===== src/rtl/coherence_bus_ctrl_pkg.sv =====
// coherence_bus_ctrl_pkg: shared types and sizes for the MSI bus controller
package coherence_bus_ctrl_pkg;
    localparam int CPUS     = 2;
    localparam int BLKWORDS = 2;
    typedef logic [31:0] word_t;
    typedef enum logic [1:0] {FREE, BUSY, ACCESS, ERROR} ramstate_t;
    typedef enum logic [2:0] {IDLE, SNOOP, SWB, FILL, PLAIN} bus_state_t;
endpackage


===== src/rtl/coherence_bus_ctrl_arb.sv =====
// rr_arbiter_2: two-way round-robin grant where coherent requests outrank plain ones
// Ports: CLK/RST clock and sync reset; en commits the grant (updates lastgrant);
// creq/preq coherent and plain requests; gnt_valid/gnt_id/gnt_coh the grant.
module rr_arbiter_2 (
    input  logic       CLK,
    input  logic       RST,
    input  logic       en,
    input  logic [1:0] creq,
    input  logic [1:0] preq,
    output logic       gnt_valid,
    output logic       gnt_id,
    output logic       gnt_coh
);
    logic       lastgrant;
    logic [1:0] req;
    assign gnt_coh   = |creq;
    assign req       = gnt_coh ? creq : preq;
    assign gnt_valid = |req;
    assign gnt_id    = (&req) ? ~lastgrant : req[1];
    always_ff @(posedge CLK)
        if (RST) lastgrant <= 1'b0;
        else if (en && gnt_valid) lastgrant <= gnt_id;
endmodule


===== src/rtl/coherence_bus_ctrl.sv =====
// coherence_bus_ctrl: bus-side MSI snoop responder muxing two dcaches onto one RAM port
// Ports: CLK/RST clock and sync active-high reset; dREN/dWEN/daddr/dstore per-cache
// RAM requests; cctrans/ccwrite coherence requests; dwait/dload per-cache completion;
// ccwait/ccinv/ccsnoopaddr snoop controls; ramREN/ramWEN/ramaddr/ramstore/ramload/ramstate RAM port.
module coherence_bus_ctrl
    import coherence_bus_ctrl_pkg::*;
(
    input  logic                 CLK,
    input  logic                 RST,
    input  logic  [CPUS-1:0]     dREN,
    input  logic  [CPUS-1:0]     dWEN,
    input  word_t [CPUS-1:0]     daddr,
    input  word_t [CPUS-1:0]     dstore,
    input  logic  [CPUS-1:0]     cctrans,
    input  logic  [CPUS-1:0]     ccwrite,
    output logic  [CPUS-1:0]     dwait,
    output word_t [CPUS-1:0]     dload,
    output logic  [CPUS-1:0]     ccwait,
    output logic  [CPUS-1:0]     ccinv,
    output word_t [CPUS-1:0]     ccsnoopaddr,
    output logic                 ramREN,
    output logic                 ramWEN,
    output word_t                ramaddr,
    output word_t                ramstore,
    input  word_t                ramload,
    input  ramstate_t            ramstate
);
    localparam int CW = $clog2(BLKWORDS) + 1;
    bus_state_t    state, next_state;
    logic          owner, oth, reqwrite, acc, last, src;
    logic          gnt_valid, gnt_id, gnt_coh;
    word_t         snaddr;
    logic [CW-1:0] cnt, next_cnt;
    assign oth  = ~owner;
    assign acc  = ramstate == ACCESS;
    assign last = cnt == CW'(BLKWORDS - 1);
    rr_arbiter_2 u_arb (
        .CLK       (CLK),
        .RST       (RST),
        .en        (state == IDLE),
        .creq      (cctrans),
        .preq      ((dREN | dWEN) & ~cctrans),
        .gnt_valid (gnt_valid),
        .gnt_id    (gnt_id),
        .gnt_coh   (gnt_coh)
    );
    always_ff @(posedge CLK)
        if (RST) begin
            state    <= IDLE;
            owner    <= 1'b0;
            reqwrite <= 1'b0;
            snaddr   <= '0;
            cnt      <= '0;
        end else begin
            state <= next_state;
            cnt   <= next_cnt;
            if (state == IDLE && gnt_valid) begin
                owner    <= gnt_id;
                reqwrite <= ccwrite[gnt_id];
                snaddr   <= daddr[gnt_id];
            end
        end
    always_comb begin
        next_state = state;
        next_cnt   = cnt;
        case (state)
            IDLE:  if (gnt_valid) next_state = gnt_coh ? SNOOP : PLAIN;
            SNOOP: next_state = ccwrite[oth] ? SWB : FILL;
            SWB: if (acc) begin
                next_cnt   = last ? '0 : cnt + CW'(1);
                next_state = last ? FILL : SWB;
            end
            // a dropped cctrans is an S->M upgrade that needs no data
            FILL: if (!cctrans[owner]) begin
                next_cnt   = '0;
                next_state = IDLE;
            end else if (acc) begin
                next_cnt   = last ? '0 : cnt + CW'(1);
                next_state = last ? IDLE : FILL;
            end
            PLAIN: if (!(dREN[owner] | dWEN[owner]) || acc) next_state = IDLE;
            default: next_state = IDLE;
        endcase
    end
    always_comb begin
        dwait       = '1;
        dload       = '0;
        ccwait      = '0;
        ccinv       = '0;
        ccsnoopaddr = '0;
        ramREN      = 1'b0;
        ramWEN      = 1'b0;
        ramaddr     = '0;
        ramstore    = '0;
        // the snooped cache owns the RAM port only while writing back its dirty line
        src         = (state == SWB) ? oth : owner;
        if (state == SNOOP || state == SWB) begin
            ccwait[oth]      = 1'b1;
            ccinv[oth]       = reqwrite;
            ccsnoopaddr[oth] = snaddr;
        end
        if (state == SWB || state == FILL || state == PLAIN) begin
            ramWEN     = dWEN[src];
            ramREN     = dREN[src] & ~dWEN[src] & (state != SWB);
            ramaddr    = daddr[src];
            ramstore   = dstore[src];
            dwait[src] = ~acc;
            if (state != SWB) dload[owner] = ramload;
        end
    end
endmodule


===== config.mk =====
export PLATFORM = sky130hd
export DESIGN_NAME = coherence_bus_ctrl
export DESIGN_NICKNAME = d
export VERILOG_FILES = /design/src/rtl/coherence_bus_ctrl_pkg.sv /design/src/rtl/coherence_bus_ctrl_arb.sv /design/src/rtl/coherence_bus_ctrl.sv
export SDC_FILE = /design/constraint.sdc
export NUM_CORES = 1
export LEC_CHECK = 0
export ABC_CLOCK_PERIOD_IN_PS = 2100
export BUFFER_PORTS_ARGS = -buffer_cell sky130_fd_sc_hd__buf_4
export CORE_AREA = 2 2 145 147
export DETAILED_ROUTE_END_ITERATION = 6
export DIE_AREA = 0 0 147 149
export SYNTH_ARGS = -nofsm -noshare
export SYNTH_HDL_FRONTEND = slang
export SYNTH_HIERARCHICAL = 1
export SYNTH_SLANG_ARGS = --single-unit

===== constraint.sdc =====
create_clock -name CLK -period 2.1 [get_ports CLK]
set_input_delay 0 -clock CLK [delete_from_list [all_inputs] [get_ports CLK]]
set_output_delay 0 -clock CLK [all_outputs]
set_load 0.05 [all_outputs]

==> results of run 1 <==
## flip-flops by register name (all words and copies together) (netlist names)
| register | flops |
|---|---|
| snaddr | 32 |
| cnt | 2 |
| owner | 1 |
| u_arb/lastgrant | 1 |
| state | 3 |
| reqwrite | 1 |
## repair_timing
action | 4_1_cts | 5_1_grt
gates cloned | 0 | 2
hold buffers | 0 | 0
endpoints found under the setup margin | 68 | 63
hold endpoints to repair | 0 | 0
buffers inserted | 0 | 3
resized for setup | 3 | 6
pin swaps | 0 | 2
## per-stage QoR
stage               instance area (µm²)  utilization, %  worst slack [ns]  hold slack, ns
floorplan                          4100               -            0.0116          0.0662
global placement                   7240            35.2             0.229           0.369
detailed placement                 7240            35.2             0.207           0.369
CTS                                7430            36.2           0.00747          0.0557
global route                       7520            36.6           -0.0225          0.0743
finish                             7520            36.6            0.0893          0.0684
## placed cells by master (no fill, tap or decap), drive strengths merged
master   synthesis  final
a2111oi          1      1
a211oi          35     35
a21oi           68     68
a221oi           1      1
and2           100    101
and2b            1      1
and3            33     33
buf             39    400
bufinv           0      1
clkbuf          18      8
dfxtp           40     40
inv              3      3
mux2             3      3
mux2i           36     36
nand2          132    132
nand2b           1      1
nand3            2      2
nand4bb          1      1
nor2            44     44
nor2b            5      5
nor3             6      6
nor3b            3      3
o21a             1      1
o21ai            6      6
o21bai           1      1
o221ai           1      1
or2              1      1
or3              2      2
or3b             1      1
xnor2            2      2
xor2             1      1
## layout make-up
class	instances	area (µm²)
fillers	2157	13000
repair buffers	401	3140
multi-input cells	489	3040
flip-flops and latches	40	810
well taps	275	344
clock buffers	7	153
clock inverters	1	30.0
inverters	3	11.3
## logic make-up after synthesis
group           Yosys count  share of synthesized area, %
simple gates            332                          41.7
compound gates          114                          19.4
buf+inv                  60                          8.06
flops                    40                          20.1
mux                      39                          9.88
xor+xnor                  3                         0.847
## worst register-to-register path: cells and delay by family, from the launching register on
family	cells	cell delay, ns
AND/OR/NAND/NOR	3	0.70
AO/OA/AOI/OAI	1	0.20
buffers and inverters	1	0.21
flip-flops	1	0.37
## power groups by stage
stage	clock network [mW]	registers, mW	logic, mW
5_1_grt	1.02	1.28	7.69
2_1_floorplan	0	1.15	4.97
6_report	0.945	1.24	7.19
3_5_place_dp	0	1.25	7.01
4_1_cts	0.993	1.24	7.03
3_3_place_gp	0	1.23	7.01
## worst max-delay path by stage
stage	slack [ns]	endpoint	cells past startpoint
floorplan	0.01	ramstore[10]	6
global placement	0.23	ramaddr[10]	5
detailed placement	0.21	ramstore[12]	6
CTS	0.007	ramstore[24]	5
global route	-0.02	ramaddr[6]	8
finish	0.09	dload[10]	6
## layer usage
metal	up-vias	wire (µm)
li1	2666	-
met5	-	0
met4	0	254
met1	2346	8020
met2	202	8890
met3	18	992
==> flow_summary.yaml, run 1 <==
detailed_routing:
  wirelength_mm: 18.2
  drc: 0
  vias_per_cell: 4.30
  via_count: 5232
  routedWlPerCell_um: 14.9
  drt_iter0_drc: 217
  detail-route-antenna-nets: 0
  drt_pass1_iterations: 4
grt:
  grt_pass1_vias: 4851
  grt_overflow: 0
  grtUsageTotal_pct: 15.0
  grt_start_max_net_pins: 44
  use_met3_pct: 2.66
  grt-busiest-layer: "met2"
  grt_use_met1_pct: 19.6
  grt_pass1_wl_mm: 26.4
  grt_use_met2_pct: 25.8
  antenna_found_initial: 0
power:
  pwr-share-seq_pct: 13.2
  p_leak_nw: 3.84
  internal-power_mw: 4.03
  clkPwrFrac_pct: 10.1
  p_total_mw: 9.37
  powerDensity_nw_per_um2: 1250
  peakVddDrop_mv: 0.458
  switching_share_pct: 57.0
  p_sw_mw: 5.34
  p_comb_share_pct: 76.7
min_path:
  holdPathEnd: "snaddr[5]"
  hp-class: "in2reg"
  worstHoldStart: "daddr[5]"
  whs_path_depth: 3
setup_path:
  start_kind: "flop"
  end_kind: "primary output"
  crit_slowest_cell: "or3b_4"
  r2r_end: "snaddr[5]"
  cp_num_buf_inv: 2
  critPathLaunch: "state[2]"
  worstPathRequired_ns: 2.10
  r2r_cells: 5
  crit_fanout: 32
  crit_chain: "or3b_4 -> o21ai_2 -> and2b_1 -> buf_12 -> and2_1 -> buf_4"
  reg2reg_slack_ns: 0.54
  critical_path.top_delay_family: "simple AND/OR/NAND/NOR gates"
  max_stage_delay_ns: 0.44
  critPathKind: "reg2out"
  r2r_start: "state[2]"
  arrival_ns: 2.01
yosys:
  syn_nets: 760
  synth_commonest_cells: "nand2_1, and2_1, a21oi_1"
  synth_warnings: 6
  synth_top_area_share_pct: 20.1
  ys_ff_latch: 40
  synth.area.top_cells: "dfxtp_1, and2_1, nand2_1"
  syn_inst: 588
  synth_edf_count: 0
  synth_cell_types: 40
  synthFlopType: "dfxtp_1"
  async_flop_share_pct: 0
  ys_seq_area_share_pct: 20.1
  netlist_area_um2: 3990
  synth.most_common_cell: "nand2_1"
  synth_area_per_cell_um2: 6.79
  yosysTopAreaCell: "dfxtp_1"
floorplan:
  die_y_um: 149
  ioPinCount: 372
  core_um2: 20600
  floorplan.initialDensity_pct: 19.4
  row_count: 53
  die_w_um: 147
  design.die.area_um2: 21900
cells_and_area:
  area_delta_synth_final_pct: 88.6
  final_cell_count_no_fill: 1216
  antennaDiodeCount: 0
  drive_gt1_share_pct: 50.8
  finalNetCount: 1112
sta:
  clock.fmax_mhz: 497
  worst_slew_pin_slew_ns: 0.658
  finalHoldViolations: 0
  final.min_clock_period_ns: 2.01
  setup_viol: 0
  finalCritPeriodShare_pct: 95.7
  clock_skew_ns: 0.00369
  slew_headroom_pct: 56.0
  drv_slew: 0
  finalSetupTns_ns: 0
clocking:
  cts.clk_slew.worst_paths_ns: 0.06
  cts.sinks: 40
  cts_max_level: 2
  clockBufferDepth: 2
  cts_tree: "yes"
  clkLatencyLatePin_ns: 0.29
  cts_buffers: 5
  ctsRootBufferMaster: "clkbuf_16"
run_status:
  outcome: "finished clean"
placed_design:
  hpwl_mm: 14.0
  portBuffers: 371
  dp_cells: 1203
  finalWeightedCongestion: 0.786
run:
  cap_viol_max_count: 0
No activity file was read; power rests on OpenSTA's default activity.
==> run 2, diff against run 1 <==
CORE_AREA = 2 2 143 145   (was 2 2 145 147)
DIE_AREA = 0 0 145 147   (was 0 0 147 149)
SYNTH_HIERARCHICAL = not set   (was 1)
==> flow_summary.yaml, run 2 <==
min_path:
  hp-class: "in2reg"
detailed_routing:
  drt_pass1_iterations: 4
  routedWlPerCell_um: 17.4
  wirelength_mm: 21.6
  via_count: 5770
  drt_iter0_drc: 264
  vias_per_cell: 4.65
  drc: 0
  detail-route-antenna-nets: 0
yosys:
  synth.most_common_cell: "nand2_1"
  syn_nets: 799
  yosysTopAreaCell: "dfxtp_1"
  synth_cell_types: 44
  synth_warnings: 0
  async_flop_share_pct: 0
  synth_commonest_cells: "nand2_1, and2_1, a21oi_1"
  synthFlopType: "dfxtp_1"
  synth.area.top_cells: "dfxtp_1, and2_1, nand2_1"
  synth_area_per_cell_um2: 6.70
  ys_ff_latch: 39
  synth_edf_count: 0
  syn_inst: 627
  ys_seq_area_share_pct: 18.6
  synth_top_area_share_pct: 18.6
  netlist_area_um2: 4200
placed_design:
  finalWeightedCongestion: 0.794
  portBuffers: 371
  hpwl_mm: 15.9
cells_and_area:
  largestRegisters: "snaddr (32), state (3), cnt (2)"
  regMostFlops: "snaddr"
  drive_gt1_share_pct: 50.9
  largest_reg_flops: 32
  mostFrequentLayoutCells: "buf_4, nand2_1, and2_1, a21oi_2, buf_6"
  layout_commonest_cell: "buf_4"
  finalNetCount: 1143
  antennaDiodeCount: 0
  area_delta_synth_final_pct: 91.5
run:
  cap_viol_max_count: 0
floorplan:
  core_um2: 19800
  floorplan.initialDensity_pct: 21.2
  design.die.area_um2: 21300
  die_y_um: 147
  die_w_um: 145
  row_count: 52
  ioPinCount: 372
power:
  peakVddDrop_mv: 0.497
  internal-power_mw: 3.80
  p_total_mw: 8.69
  p_sw_mw: 4.90
  powerDensity_nw_per_um2: 1080
  clkPwrFrac_pct: 8.6
  p_comb_share_pct: 78.1
  p_leak_nw: 3.93
  pwr-share-seq_pct: 13.3
  switching_share_pct: 56.3
setup_path:
  crit_slowest_cell: "or3_4"
  cp_num_buf_inv: 5
  reg2reg_slack_ns: 0.26
  crit_chain: "buf_6 -> nor3b_2 -> buf_4 -> xor2_4 -> buf_12 -> clkbuf_16 -> or3_4 -> buf_6"
  critPathKind: "reg2out"
  critical_path.top_delay_family: "buffers and inverters"
  max_stage_delay_ns: 0.39
  worstPathRequired_ns: 2.10
  crit_fanout: 18
  cpMostUsedCell: "buf_6"
  start_kind: "flop"
  end_kind: "primary output"
  arrival_ns: 2.06
sta:
  fin_worst_hold_slack_ns: 0.135
  final.min_clock_period_ns: 2.06
  finalCritPeriodShare_pct: 98.2
  setup_viol: 0
  drv_slew: 0
  slew_headroom_pct: 39.6
  grt_setup_unrepaired: "yes"
  clock.fmax_mhz: 485
  worst_slew_pin_slew_ns: 0.904
  clock_skew_ns: 0.00507
  finalHoldViolations: 0
grt:
  grtUsageTotal_pct: 18.3
  grt_pass1_wl_mm: 31.7
  grt_start_max_net_pins: 41
  grt_pass1_vias: 5577
  grt_overflow: 0
  antenna_found_initial: 0
clocking:
  ctsRootBufferMaster: "clkbuf_16"
  cts_buffers: 5
  cts_max_level: 2
  clockBufferDepth: 2
  cts_tree: "yes"
  cts.clk_slew.worst_paths_ns: 0.06
  hold_buffers: 0
  cts.sinks: 39
  clkLatencyLatePin_ns: 0.28
run_status:
  outcome: "finished clean"
==> run 2: cell types whose count changed after synthesis, sizes merged, moves of 3 or more <==
cell and delta:
a2111oi +33, a211oi -33, a221o +33, buf -8, clkbuf +22, inv +30, mux2i -33, nand2b +4
nor2 -39, nor3b +33, nor4 +3, o21ai -4
==> run 2: cell families (layout without fill, tap and decap cells) <==
group / Yosys count / after routing / synth area share (%)
xor+xnor: 3 / 3 / 0.626
buf+inv: 104 / 449 / 11.6
flops: 39 / 39 / 18.6
mux: 4 / 4 / 0.983
compound gates: 151 / 151 / 26.1
simple gates: 326 / 326 / 42.1
==> run 2: what timing repair did <==
action / in CTS / in global routing
setup endpoints to repair: 87 / 58
cloned: 1 / 3
pin swaps: 2 / 5
gates resized for setup: 5 / 60
setup buffers: 4 / 3
==> run 2: power groups by stage <==
stage | sequential [mW] | clock, mW | combinational, mW
after global placement | 1.16 | 0 | 6.07
after CTS | 1.16 | 0.771 | 6.30
after detailed placement | 1.17 | 0 | 6.09
after floorplan | 1.04 | 0 | 4.26
final | 1.16 | 0.745 | 6.79
after global routing | 1.19 | 0.802 | 7.21
==> run 2: final timing paths <==
check	start	end	cells after the start
max	state[0]	dwait[0]	8
min	RST	u_arb.lastgrant	2
max reg2reg	state[2]	snaddr[3]	4
min reg2reg	cnt[1]	cnt[1]	1
==> run 2: per-stage QoR <==
step                      util (%)  setup TNS (ns)  cells  instance area (µm²)  setup slack, ns
after global placement        37.7               0   1224                 7480            0.211
after global routing          40.5         -0.0859   1242                 8040          -0.0451
after detailed placement      37.7               0   1224                 7480            0.144
after CTS                     38.9          -0.169   1237                 7710          -0.0169
after floorplan                  -               0    627                 4390          0.00362
final                         40.5               0   1242                 8040           0.0380
==> run 2: layout make-up <==
type                    count  area (µm²)
fillers                  2082       11800
repair buffers            408        3420
multi-input cells         484        3240
flip-flops and latches     39         785
well taps                 270         338
clock buffers               7         133
inverters                  33         124
clock inverters             1        5.00
==> run 2: routing by layer <==
metal | wire [µm] | part of all wire, % | GRT usage [%]
met5 | 0 | 0 | 0
met4 | 149 | 0.69 | 2.13
met3 | 1290 | 6.0 | 3.23
met2 | 10800 | 50 | 32.2
met1 | 9410 | 43 | 24.1
==> run 3, diff against run 2 <==
ABC_CLOCK_PERIOD_IN_PS = 2060   (was 2100)
CTS_CLUSTER_SIZE = 25   (was not set)
clock period = 2.06 ns   (was 2.1 ns; I/O delays follow)
==> flow_summary.yaml, run 3 (synthesis gave the netlist of run 2 again) <==
run_status:
  outcome: "finished clean"
power:
  peakVddDrop_mv: 0.492
  p_leak_nw: 3.98
  powerDensity_nw_per_um2: 1120
grt:
  grt_pass1_vias: 5597
  grt_overflow: 0
  grt_start_max_net_pins: 68
  antenna_found_initial: 1
  grtUsageTotal_pct: 19.0
  grt_pass1_wl_mm: 32.2
sta:
  finalHoldViolations: 0
  clock_skew_ns: 0.00991
  grt_setup_unrepaired: "yes"
  setup_viol: 0
  drv_slew: 0
  slew_headroom_pct: 40.9
  worst_slew_pin_slew_ns: 0.884
  clock.fmax_mhz: 490
  finalSetupTns_ns: 0
  finalCritPeriodShare_pct: 99.1
  final.min_clock_period_ns: 2.04
clocking:
  cts.sinks: 39
  clockBufferDepth: 2
  ctsRootBufferMaster: "clkbuf_16"
  cts_buffers: 5
  hold_buffers: 0
  cts_tree: "yes"
  cts.clk_slew.worst_paths_ns: 0.06
  cts_max_level: 2
  clkLatencyLatePin_ns: 0.28
floorplan:
  die_w_um: 145
  design.die.area_um2: 21300
  die_y_um: 147
  floorplan.initialDensity_pct: 21.2
  ioPinCount: 372
  core_um2: 19800
  row_count: 52
cells_and_area:
  final_cell_count_no_fill: 1252
  largest_reg_flops: 32
  fill_cells: 2063
  finalNetCount: 1153
  layout_commonest_cell: "buf_4"
  drive_gt1_share_pct: 50.9
  mostFrequentLayoutCells: "buf_4, nand2_1, and2_1, a21oi_2, dfxtp_1"
  largestRegisters: "snaddr (32), state (3), cnt (2)"
  area_delta_synth_final_pct: 92.1
  regMostFlops: "snaddr"
detailed_routing:
  via_count: 5857
  drt_pass1_iterations: 4
  detail-route-antenna-nets: 0
  drc: 0
  vias_per_cell: 4.68
  routedWlPerCell_um: 17.8
  wirelength_mm: 22.2
  drt_iter0_drc: 244
placed_design:
  finalWeightedCongestion: 0.784
  dp_cells: 1227
  hpwl_mm: 16.4
  portBuffers: 371
setup_path:
  r2r_start: "state[0]"
  worstPathRequired_ns: 2.06
  crit_fanout: 21
  crit_slowest_cell: "dfxtp_4"
  crit_chain: "nor3b_4 -> buf_4 -> xnor2_4 -> buf_12 -> clkbuf_16 -> or3_1 -> buf_4"
  start_kind: "flop"
  cpMostUsedCell: "buf_4"
  arrival_ns: 2.04
  max_stage_delay_ns: 0.37
  critPathKind: "reg2out"
  critPathLaunch: "state[1]"
  end_kind: "primary output"
min_path:
  hp-class: "in2reg"
  worstHoldStart: "daddr[35]"
run:
  cap_viol_max_count: 0
## run 3: metrics by stage
step                      instance area [µm²]  util [%]  worst slack, ns  hold WS (ns)  power [mW]
after floorplan                          4390         -           0.0169         0.209        5.41
after global placement                   7500      37.8            0.111         0.374        7.39
after detailed placement                 7500      37.8           0.0815         0.371        7.41
after CTS                                7870      39.6        -0.000782         0.149        8.67
after global routing                     8070      40.7          -0.0642         0.173        9.50
final                                    8070      40.7           0.0190         0.150        9.00
## run 3: layout make-up
class | instances | area [µm²] | share of cell area [%]
clock inverters | 2 | 13.8 | 0.171
clock buffers | 5 | 125 | 1.55
well taps | 270 | 338 | 4.19
diodes | 1 | 2.50 | 0.0310
repair buffers | 418 | 3460 | 42.9
flip-flops and latches | 39 | 791 | 9.80
inverters | 33 | 124 | 1.53
multi-input cells | 484 | 3220 | 39.9
## run 3: metal layers
metal / vias up / global-route usage (%) / part of all wire, %
met2: 271 / 35.0 / 51
met1: 2679 / 23.2 / 42
li1: 2891 / - / -
met5: - / 0 / 0
met4: 0 / 4.16 / 1.4
met3: 16 / 3.04 / 6.0
## run 3: timing repair
item	in CTS	in global routing
setup buffers	2	9
pin swaps	0	3
endpoints found under the setup margin	100	94
cloned	3	3
resized for setup	29	10
## run 3: path summary, 6_finish.rpt
kind / end / slack, ns / cells after the start
worst max-delay path: dwait[1] / 0.02 / 7
worst min-delay path: snaddr[3] / 0.15 / 3
worst max register to register: snaddr[31] / 0.18 / 5
worst min register to register: cnt[1] / 0.47 / 1
## run 3: critical path, delay by kind of cell, from the launching register on
family / cells / cell delay, ns
simple gates: 2 / 0.57
buf+inv: 4 / 0.70
flops: 1 / 0.37
xor+xnor: 1 / 0.12
## run 3: power by group
part	internal, mW	switching, mW	total [mW]
clock network	0.442	0.322	0.764
registers	0.974	0.215	1.19
logic	2.57	4.48	7.05
total	3.99	5.01	9.00
